$ cat src/rtl/avmm_bus_arbiter.sv
// Two-master Avalon-MM arbiter: one master owns the bus per transaction, held until the last
// read beat or the write response. Optional macro AVMM_ARB_FIXED_PRIO_EN gives m0 strict priority.
module avmm_bus_arbiter #(
    parameter int AW  = 32,
    parameter int DW  = 32,
    parameter int BCW = 5
) (
    input  logic              clk_i,
    input  logic              rst_ni,

    input  logic [AW-1:0]     m0_address,
    input  logic [BCW-1:0]    m0_burstcount,
    input  logic [DW-1:0]     m0_writedata,
    input  logic [DW/8-1:0]   m0_byteenable,
    input  logic              m0_read,
    input  logic              m0_write,
    output logic              m0_waitrequest,
    output logic [DW-1:0]     m0_readdata,
    output logic              m0_readdatavalid,
    output logic              m0_writeresponsevalid,
    output logic [1:0]        m0_response,

    input  logic [AW-1:0]     m1_address,
    input  logic [BCW-1:0]    m1_burstcount,
    input  logic [DW-1:0]     m1_writedata,
    input  logic [DW/8-1:0]   m1_byteenable,
    input  logic              m1_read,
    input  logic              m1_write,
    output logic              m1_waitrequest,
    output logic [DW-1:0]     m1_readdata,
    output logic              m1_readdatavalid,
    output logic              m1_writeresponsevalid,
    output logic [1:0]        m1_response,

    output logic [AW-1:0]     s_address,
    output logic [BCW-1:0]    s_burstcount,
    output logic [DW-1:0]     s_writedata,
    output logic [DW/8-1:0]   s_byteenable,
    output logic              s_read,
    output logic              s_write,
    input  logic              s_waitrequest,
    input  logic [DW-1:0]     s_readdata,
    input  logic              s_readdatavalid,
    input  logic              s_writeresponsevalid,
    input  logic [1:0]        s_response
);

    typedef enum logic [1:0] {IDLE, CMD, RD_WAIT, WR_RESP} state_t;

    state_t         state, state_nxt;
    logic           grant, grant_nxt;
    logic           last_grant, last_grant_nxt;
    logic [BCW-1:0] beats, beats_nxt;
    logic           wr_active, wr_active_nxt;
    logic           cmd_open;
    logic           pick;

    logic           req0, req1;
    logic           g_read, g_write;
    logic [BCW-1:0] burst_len;
    logic [BCW-1:0] beats_dec;
    logic [BCW-1:0] wr_remaining;

    assign req0 = m0_read | m0_write;
    assign req1 = m1_read | m1_write;

    // Command path follows the registered grant
    assign g_read       = grant ? m1_read       : m0_read;
    assign g_write      = grant ? m1_write      : m0_write;
    assign s_address    = grant ? m1_address    : m0_address;
    assign s_burstcount = grant ? m1_burstcount : m0_burstcount;
    assign s_writedata  = grant ? m1_writedata  : m0_writedata;
    assign s_byteenable = grant ? m1_byteenable : m0_byteenable;

    assign burst_len    = (s_burstcount == '0) ? BCW'(1) : s_burstcount;
    assign beats_dec    = (beats == '0) ? '0 : beats - BCW'(1);
    assign wr_remaining = wr_active ? beats_dec : burst_len - BCW'(1);

`ifdef AVMM_ARB_FIXED_PRIO_EN
    assign pick = ~req0;
`else
    // On a tie the master that did not win last time takes the bus
    assign pick = (req0 & req1) ? ~last_grant : ~req0;
`endif

    always_ff @(posedge clk_i or negedge rst_ni) begin
        if (!rst_ni) begin
            state      <= IDLE;
            grant      <= 1'b0;
            last_grant <= 1'b1;
            beats      <= '0;
            wr_active  <= 1'b0;
        end else begin
            state      <= state_nxt;
            grant      <= grant_nxt;
            last_grant <= last_grant_nxt;
            beats      <= beats_nxt;
            wr_active  <= wr_active_nxt;
        end
    end

    always_comb begin
        state_nxt      = state;
        grant_nxt      = grant;
        last_grant_nxt = last_grant;
        beats_nxt      = beats;
        wr_active_nxt  = wr_active;
        s_read         = 1'b0;
        s_write        = 1'b0;
        cmd_open       = 1'b0;
        case (state)
            IDLE: begin
                if (req0 | req1) begin
                    grant_nxt     = pick;
                    wr_active_nxt = 1'b0;
                    state_nxt     = CMD;
                end
            end
            CMD: begin
                cmd_open = 1'b1;
                // Read wins a same-cycle read/write; an open write burst blocks reads
                s_read   = g_read & ~wr_active;
                s_write  = g_write & (wr_active | ~g_read);
                if (s_read && !s_waitrequest) begin
                    beats_nxt = burst_len;
                    state_nxt = RD_WAIT;
                end else if (s_write && !s_waitrequest) begin
                    beats_nxt = wr_remaining;
                    if (wr_remaining == '0) begin
                        wr_active_nxt = 1'b0;
                        state_nxt     = WR_RESP;
                    end else begin
                        wr_active_nxt = 1'b1;
                    end
                end else if (!wr_active && !g_read && !g_write) begin
                    // Master withdrew before anything was accepted: release the bus
                    state_nxt = IDLE;
                end
            end
            RD_WAIT: begin
                if (s_readdatavalid) begin
                    beats_nxt = beats_dec;
                    if (beats <= BCW'(1)) begin
                        last_grant_nxt = grant;
                        state_nxt      = IDLE;
                    end
                end
            end
            WR_RESP: begin
                if (s_writeresponsevalid) begin
                    last_grant_nxt = grant;
                    state_nxt      = IDLE;
                end
            end
            default: state_nxt = IDLE;
        endcase
    end

    assign m0_waitrequest = ~(cmd_open & ~grant) | s_waitrequest;
    assign m1_waitrequest = ~(cmd_open &  grant) | s_waitrequest;

    assign m0_readdata = s_readdata;
    assign m1_readdata = s_readdata;
    assign m0_response = s_response;
    assign m1_response = s_response;

    assign m0_readdatavalid      = (state == RD_WAIT) & ~grant & s_readdatavalid;
    assign m1_readdatavalid      = (state == RD_WAIT) &  grant & s_readdatavalid;
    assign m0_writeresponsevalid = (state == WR_RESP) & ~grant & s_writeresponsevalid;
    assign m1_writeresponsevalid = (state == WR_RESP) &  grant & s_writeresponsevalid;

endmodule

$ cat config.mk
export PLATFORM = sky130hd
export DESIGN_NAME = avmm_bus_arbiter
export DESIGN_NICKNAME = d
export VERILOG_FILES = /design/src/rtl/avmm_bus_arbiter.sv
export SDC_FILE = /design/constraint.sdc
export NUM_CORES = 1
export LEC_CHECK = 0
export CORE_AREA = 2 2 133 135
export DETAILED_ROUTE_END_ITERATION = 8
export DIE_AREA = 0 0 135 137
export GPL_TIMING_DRIVEN = 0
export PLACE_DENSITY = 0.64
export SLEW_MARGIN = 25
export SYNTH_ARGS = -nofsm -noshare
export SYNTH_HDL_FRONTEND = slang
export SYNTH_SLANG_ARGS = --single-unit
$ cat constraint.sdc
create_clock -name clk_i -period 2.5 [get_ports clk_i]
set_input_delay 0.5 -clock clk_i [delete_from_list [all_inputs] [get_ports clk_i]]
set_output_delay 0.5 -clock clk_i [all_outputs]
set_load 0.01 [all_outputs]
# Word-level counts from Yosys, hierarchy flattened
# Index checks and enable logic that the tools add are counted.
# Widths: inputs -> output; s select.
# word_totals
latch_bits	0
rom_bits	0
memories	0
regBits	10
ramBits	0
inputBits	189
elab_cells	101
# op_classes
shift	0
n_lt_le_gt_ge	1
n_div	0
bitwise	26
reduce_logical	20
n_eq_ne	12
muxes	35
mul	0
add_sub_neg	2
# ops
op	count
$mux 32	2
$mux 5	7
$mux 2	8
$logic_not 5->1	3
$and 1x1->1	13
$mux 1	13
$ne 2x2->1 const B	6
$pmux 5 s2	1
$sub 5x1->5 const B	2
$ne 4x4->1 const B	2
$pmux 2 s4	1
$reduce_and 4->1	2
$not 1->1	7
$or 1x1->1	6
$reduce_and 6->1	1
$reduce_bool 2->1	3
$le 5x1->1 const B	1
$eq 2x2->1 const B	2
$logic_and 1x1->1	4
$logic_not 1->1	4
$mux 4	1
$pmux 1 s2	2
$ne 3x3->1 const B	1
$reduce_and 3->1	1
3 further kinds	3

# Longest topological paths before layout
# Gate-level depths: netlist of the first run.
# depth
depth_word	10
ltp_mapped	12

# Worst setup path before layout of the first run
# Ideal clock, no wire load.
# synth_timing
path_kind	reg-to-reg
start	register grant
end	register state[1]
period_less_slack_ns	2.778
arrival_time_ns	2.653
required_time_ns	2.375
setup_slack_ns	-0.278
path_buffers	1
stages_incl_launch_ff	12
cell_sequence	dfrtp_1 -> buf_6 -> mux2_2 -> a21oi_1 -> and2_1 -> ha_1 -> nor4b_1 -> o21ai_0 -> a31oi_2 -> o211ai_2 -> a21boi_2 -> mux2_4
# synth_via
elab_chain_cells	8
elab_cells_between_ends	24
cone_classes	1 x add/sub; 2 x eq/ne; 8 x mux; 4 x bitwise; 9 x reduce/logical
# synth_lines
element	line	source
start: declaration	51	logic grant, grant_nxt;
start signal: assignment	95	grant <= grant_nxt;
$mux 5 *	71	assign s_burstcount = grant ? m1_burstcount : m0_burstcount;
net s_burstcount[0]	36	output logic [BCW-1:0] s_burstcount,
$logic_not 5->1	75	assign burst_len = (s_burstcount == '0) ? BCW'(1) : s_burstcount;
$mux 5 *	75	
$sub 5x1->5 *	77	assign wr_remaining = wr_active ? beats_dec : burst_len - BCW'(1);
$mux 5 *	77	
$logic_not 5->1 *	129	if (wr_remaining == '0) begin
$ne 4x4->1 (no source line) *	-	
$reduce_and 6->1 (no source line) *	-	
end signal: assignment	94	state <= state_nxt;
end: declaration	50	state_t state, state_nxt;
# The timed path passes the listed nets; every way through them passes the cells marked *.
# A chain may end at the register's enable or synchronous reset.

# Worst setup path after layout of the first run
# layout_timing
start	input m1_burstcount[1]
end	register state[1]
# layout_via
elab_chain_cells	8
# layout_lines
element	line	source
start: declaration	24	input logic [BCW-1:0] m1_burstcount,
$mux 5 *	71	
$logic_not 5->1	75	
$mux 5 *	75	
$sub 5x1->5 *	77	
$mux 5 *	77	
$logic_not 5->1 *	129	
$ne 4x4->1 (no source line) *	-	
$reduce_and 6->1 (no source line) *	-	
# Mark *: on every way between the ends. The rest lies on a longest branch, timed or not.

==> run metrics, run 1 <==
status finished, violations left; failing checks negative setup slack; Distinct cells, synth 51; Worst Hold Class reg2reg; post-synthesis simple-gate area fraction 13.96%; post-layout util 35.56%; Worst setup EP type register; dpl hpwl 10.89 mm; Fin. Hold Viols 0; relative slew slack 67.25%; top cells by area, synth mux2_2 31%, buf_4 20%, dfrtp_1 8.9%; initial antenna violation count 2; Compound-Gate Fraction of Synth Area 11.00%; total congestion overflow 0; Seq cells post-synth 10; syn nets 492; CTS tree done; maximum VDD drop 267.3 uV; Period minus WS final 2611 ps; Cell Count Post-Placement 823; Synth Area in Adders 3.453%; wire per inst 14.85 um; CP cell instances dlygate4sd2_1, nor2_1, nand3_1, and2_4, ha_4, and4bb_4, or3_4, a31oi_4, o211ai_2, a21boi_2, mux2_4; clk buf depth 2; syn_area_per_cell 8.568 um2; pre-CTS setup slack -722.6 ps; critical path class in2reg; CTS Root Cell clkbuf_16; synth cell count leaders 70 x mux2_2, 69 x buf_4, 18 x nor2_1; Routed WL 12.45 mm; critical path's top delay family simple AND/OR/NAND/NOR gates; H-tree lvl count 1; first-pass detailed-route iteration total 4; Skew-Pair Late Insertion Delay 240 ps; first-pass GRT wire length 18.27 mm; Core ar. 17060 um2; count leader, synth mux2_2; Yosys top cell area share 31.08%; ys flop type dfrtp_1; TritonCTS Buffers 3; PwrDens 676.9 nW/um2; startpoint types primary input; Num Clock Sinks 10; I/O Pins 338; Leak Pwr 0.002633 uW; ys async rst share 100.0%; Die Ht 137 um; mux share of post-synthesis cell area 35.13%; Worst EP arrival 2730 ps; Post-synth EDFFs 0; cell type with the largest total area after synthesis mux2_2; max incr delay on CP 370 ps; layout cells sized above 1 35.07%; Final setup violation count 1; Post-Route Setup TNS -111.4 ps; drt drc 0; Finished Layout Cells 838; fin crit share 104.5%; post-route setup slack -111.4 ps; row cnt 48; Post-DRT Antenna Nets 0; worst clock skew 1.974 ps; Netlist Area Pre-Place 2536 um2; worst-path fanout max 4; Buf+Inv Stages, Crit Path 1; fmax 382.9 MHz; Clk pin slew, worst setup/hold paths 40 ps; largest family of logic cells by synthesized area multiplexers; initial DRC count 81; Die Wd 135 um; Die Area 18500 um2; Via Count 3251; routability cong. 0.8207; Seq/Total Area, Yosys 9.916%; vias in the first global route 3239; Critical Path RT 2620 ps; fin. max-slew vios 0; Synth Area in XOR/XNOR 1.381%; largest net degree at the start of global routing 11; # nets final 810; Via density 3.879; Crit-path slowest cell or3_4; PortBufs 302; All-Layer GR Usage 12.53%; area grow syn2layout 139.2%; RSZ-0062 raised after global routing true; Post-Syn Instances 296; Max-Cap Viols 0; Warnings, synthesis 0; initial core utilization 14.87%; measured slew at the worst slew-check pin 487.5 ps; n_diodes 0
[cells by family after synthesis]
kind of cell    count (synthesis)
buf+inv                        95
mux                            78
simple gates                   64
compound gates                 38
flops                          10
fa+ha+maj                       7
xor+xnor                        4
[cell type report]
cell class | instances | area, um2
fillers | 1785 | 10990
repair buffers | 316 | 2973
multi-input cells | 191 | 1753
plain buffers | 80 | 671.9
well taps | 225 | 281.5
flip-flops and latches | 10 | 252.7
clock buffers | 4 | 88.84
inverters | 12 | 45.04
[routing by layer]
layer	routed length (um)	global-route usage (%)	up-vias	share of wire (%)
li1	-	-	1614	-
met1	4956	15.77	1456	40
met2	6246	22.17	173	50
met3	1192	3.667	6	9.6
met4	39	0.8102	2	0.31
met5	13	0	-	0.10
[flip-flops by register name (all words and copies together), names as in the netlist]
register,flops
grant,1
state,2
last_grant,1
wr_active,1
beats,5
[metrics by stage]
stage	hold slack (ps)	total power, uW	area (um2)
floorplan	204.4	2185	2579
global route	624.4	4409	6066
global placement	567.4	3703	5883
detailed placement	576.4	3697	5883
CTS	584.9	4094	6070
finish	573.8	4106	6066
[where the power goes]
part / switching (uW) / internal, uW / total [uW]
combinational: 1490 / 1950 / 3430
clock: 75.9 / 241 / 316
sequential: 104 / 252 / 356
total: 1670 / 2440 / 4110
[final timing paths]
path                             startpoint  endpoint  slack [ps]  cells past startpoint
setup / recovery           m1_burstcount[1]  state[1]        -110                     11
hold / removal                     state[1]  state[1]         570                      1
setup reg to reg                      grant  state[1]         -90                     11
hold reg to reg                    state[1]  state[1]         570                      1
max in group asynchronous            rst_ni     grant        1570                      1
min in group asynchronous            rst_ni  beats[0]         590                      1
[worst register-to-register path, delay by kind of cell, from the launching register on]
kind | cells | cell delay [ps]
mux | 1 | 310
buf+inv | 1 | 160
compound gates | 4 | 570
fa+ha+maj | 1 | 160
simple gates | 4 | 810
flops | 1 | 460
[timing repair]
action | CTS | global route
hold buffers | 0 | 0
pin swaps | 5 | 6
resized for setup | 113 | 80
buffers inserted | 12 | 2
setup endpoints to repair | 81 | 35
[placed cells by master, fill, tap and decap left out, types with 3 or more instances in the layout]
cell type and count:
and3_1 4, nor3_1 6, clkbuf_2 22, dlygate4sd2_1 42, o21ai_0 6, a211oi_1 3
nand2_1 9, mux2_4 3, clkbuf_16 3, buf_12 5, xnor2_1 3, inv_1 12
mux2_2 69, nand2b_1 3, buf_4 84, ha_1 6, clkdlybuf4s50_1 217, nor2b_1 4
dfrtp_1 8, a21oi_1 7, clkdlybuf4s15_1 15, nor2_1 16, dlymetal6s2s_1 5, mux2i_1 4
No activity file was read; power rests on OpenSTA's default activity.
==> inputs of run 2 (changes only) <==
--- a/config.mk
+++ b/config.mk
@@ -14,3 +14,4 @@
 export SYNTH_ARGS = -nofsm -noshare
 export SYNTH_HDL_FRONTEND = slang
 export SYNTH_SLANG_ARGS = --single-unit
+export TNS_END_PERCENT = 20
==> run metrics, run 2 (synthesized netlist as in run 1, its figures left out) <==
status finished, violations left; failing checks negative setup slack; Crit-path slowest cell or3_4; max incr delay on CP 390 ps; RSZ-0062 raised after global routing true; CTS tree done; P_sw 1636 uW; Clk pin slew, worst setup/hold paths 40 ps; critical path's top delay family simple AND/OR/NAND/NOR gates; worst clock skew 0.5440 ps; wire per inst 14.83 um; fin crit share 105.6%; Biggest register beats; switching share of power 40.67%; maximum VDD drop 266.5 uV; area grow syn2layout 139.7%; Filler cells 1787; # nets final 808; Fin. Hold Viols 0; Final setup violation count 1; Via Count 3241; Top Registers beats (5), state (2); Skew-Pair Late Insertion Delay 240 ps; dpl hpwl 10.89 mm; Die Area 18500 um2; CTS Root Cell clkbuf_16; total congestion overflow 0; initial DRC count 127; fmax 378.8 MHz; Buf+Inv Stages, Crit Path 1; Worst EP arrival 2760 ps; first-pass GRT wire length 18.22 mm; Critical Path RT 2620 ps; Via density 3.877; fin. max-slew vios 0; Num Clock Sinks 10; first-pass detailed-route iteration total 4; most frequent cells in the layout 217 x clkdlybuf4s50_1, 81 x buf_4, 72 x dlygate4sd2_1; Sequential Power Share 8.9%; Comb power frac 83.2%; drt drc 0; max reg flops 5; Finished Layout Cells 836; Cell Count Post-Placement 823; relative slew slack 67.79%; layout cells sized above 1 30.93%; Die Wd 135 um; critical path class in2reg; row cnt 48; I/O Pins 338; Period minus WS final 2640 ps; post-route setup slack -139.7 ps; measured slew at the worst slew-check pin 476.5 ps; Routed WL 12.39 mm; clk buf depth 2; Core ar. 17060 um2; initial antenna violation count 2; Leak Pwr 0.002689 uW; Post-Route Setup TNS -139.7 ps; vias in the first global route 3225; H-tree lvl count 1; CP cell instances dlygate4sd2_1, nor3_2, a21oi_2, and2_4, ha_4, and4bb_4, or3_4, a31oi_4, o211ai_2, a21boi_2, mux2_4; startpoint types primary input; Die Ht 137 um; n_diodes 0; PortBufs 302; Worst Hold Class reg2reg; Clk pwr share 7.9%; PwrDens 661.5 nW/um2; Worst setup EP type register; worst-path fanout max 4; largest net degree at the start of global routing 11; Cell Int Power 2386 uW; commonest non-fill, non-tap cell in the layout clkdlybuf4s50_1; routability cong. 0.8207; TritonCTS Buffers 3; initial core utilization 14.87%; All-Layer GR Usage 12.49%; Max-Cap Viols 0; Post-DRT Antenna Nets 0
## run 2: changes by cell type in the layout (fill, tap and decap cells not counted), moves of 2 or more
cell / delta
dlymetal6s2s_1: +4
clkdlybuf4s15_1: -13
buf_12: -3
dlygate4sd2_1: +30
clkbuf_2: -20
buf_8: +2
buf_4: -3
## run 2: worst paths after layout
path / start / to / slack, ps / depth (start not counted)
min in group asynchronous: rst_ni / beats[0] / 590 / 1
worst min-delay path: state[1] / state[1] / 570 / 1
max in group asynchronous: rst_ni / grant / 1570 / 1
worst min register to register: state[1] / state[1] / 570 / 1
worst max register to register: grant / state[1] / -140 / 11
worst max-delay path: m0_burstcount[4] / state[1] / -140 / 11
## run 2: worst reg2reg max path, delay by kind of cell (launching register included)
family                   cells  cell delay, ps
multiplexers                 1             310
adder cells (fa/ha/maj)      1             160
AND/OR/NAND/NOR              4             830
buffers and inverters        1             160
flip-flops                   1             460
AO/OA/AOI/OAI                4             590
## run 2: power groups by stage
stage	registers (uW)	logic [uW]	clock network (uW)
3_5_place_dp	352	3340	0
4_1_cts	345	3390	321
3_3_place_gp	353	3350	0
2_1_floorplan	320	1860	0
5_1_grt	376	3610	332
6_report	357	3350	318
## run 2: final cells by class
| cell class | count | area (um2) | area share [%] |
|---|---|---|---|
| inverters | 12 | 45.04 | 0.7409 |
| repair buffers | 312 | 3020 | 49.68 |
| multi-input cells | 191 | 1725 | 28.38 |
| flip-flops and latches | 10 | 252.7 | 4.157 |
| clock buffers | 4 | 88.84 | 1.461 |
| well taps | 225 | 281.5 | 4.631 |
| plain buffers | 82 | 665.6 | 10.95 |
## run 2: per-layer routing
| metal | routed length (um) | GRT usage, % | share of wire [%] | up-vias |
|---|---|---|---|---|
| met4 | 41 | 0.8102 | 0.33 | 2 |
| met5 | 13 | 0 | 0.10 | - |
| met3 | 1188 | 3.667 | 9.6 | 6 |
| met1 | 4897 | 15.70 | 40 | 1454 |
| li1 | - | - | - | 1609 |
| met2 | 6253 | 22.11 | 50 | 170 |
## run 2: repair_timing
item                       CTS  global route
buffers inserted             8             2
pin swaps                    5             8
setup endpoints to repair   81             5
hold endpoints to repair     0             0
hold buffers                 0             0
resized for setup          109            20
## run 2: metrics by stage
stage	power, uW	hold WS [ps]	util [%]	setup slack, ps	area (um2)
global placement	3703	567.4	34.49	-737.0	5883
CTS	4060	584.9	35.45	-185.7	6046
global route	4319	624.4	35.64	-232.6	6080
finish	4022	573.8	35.64	-139.7	6080
floorplan	2185	204.4	-	-74.53	2579
detailed placement	3697	576.4	34.49	-722.6	5883
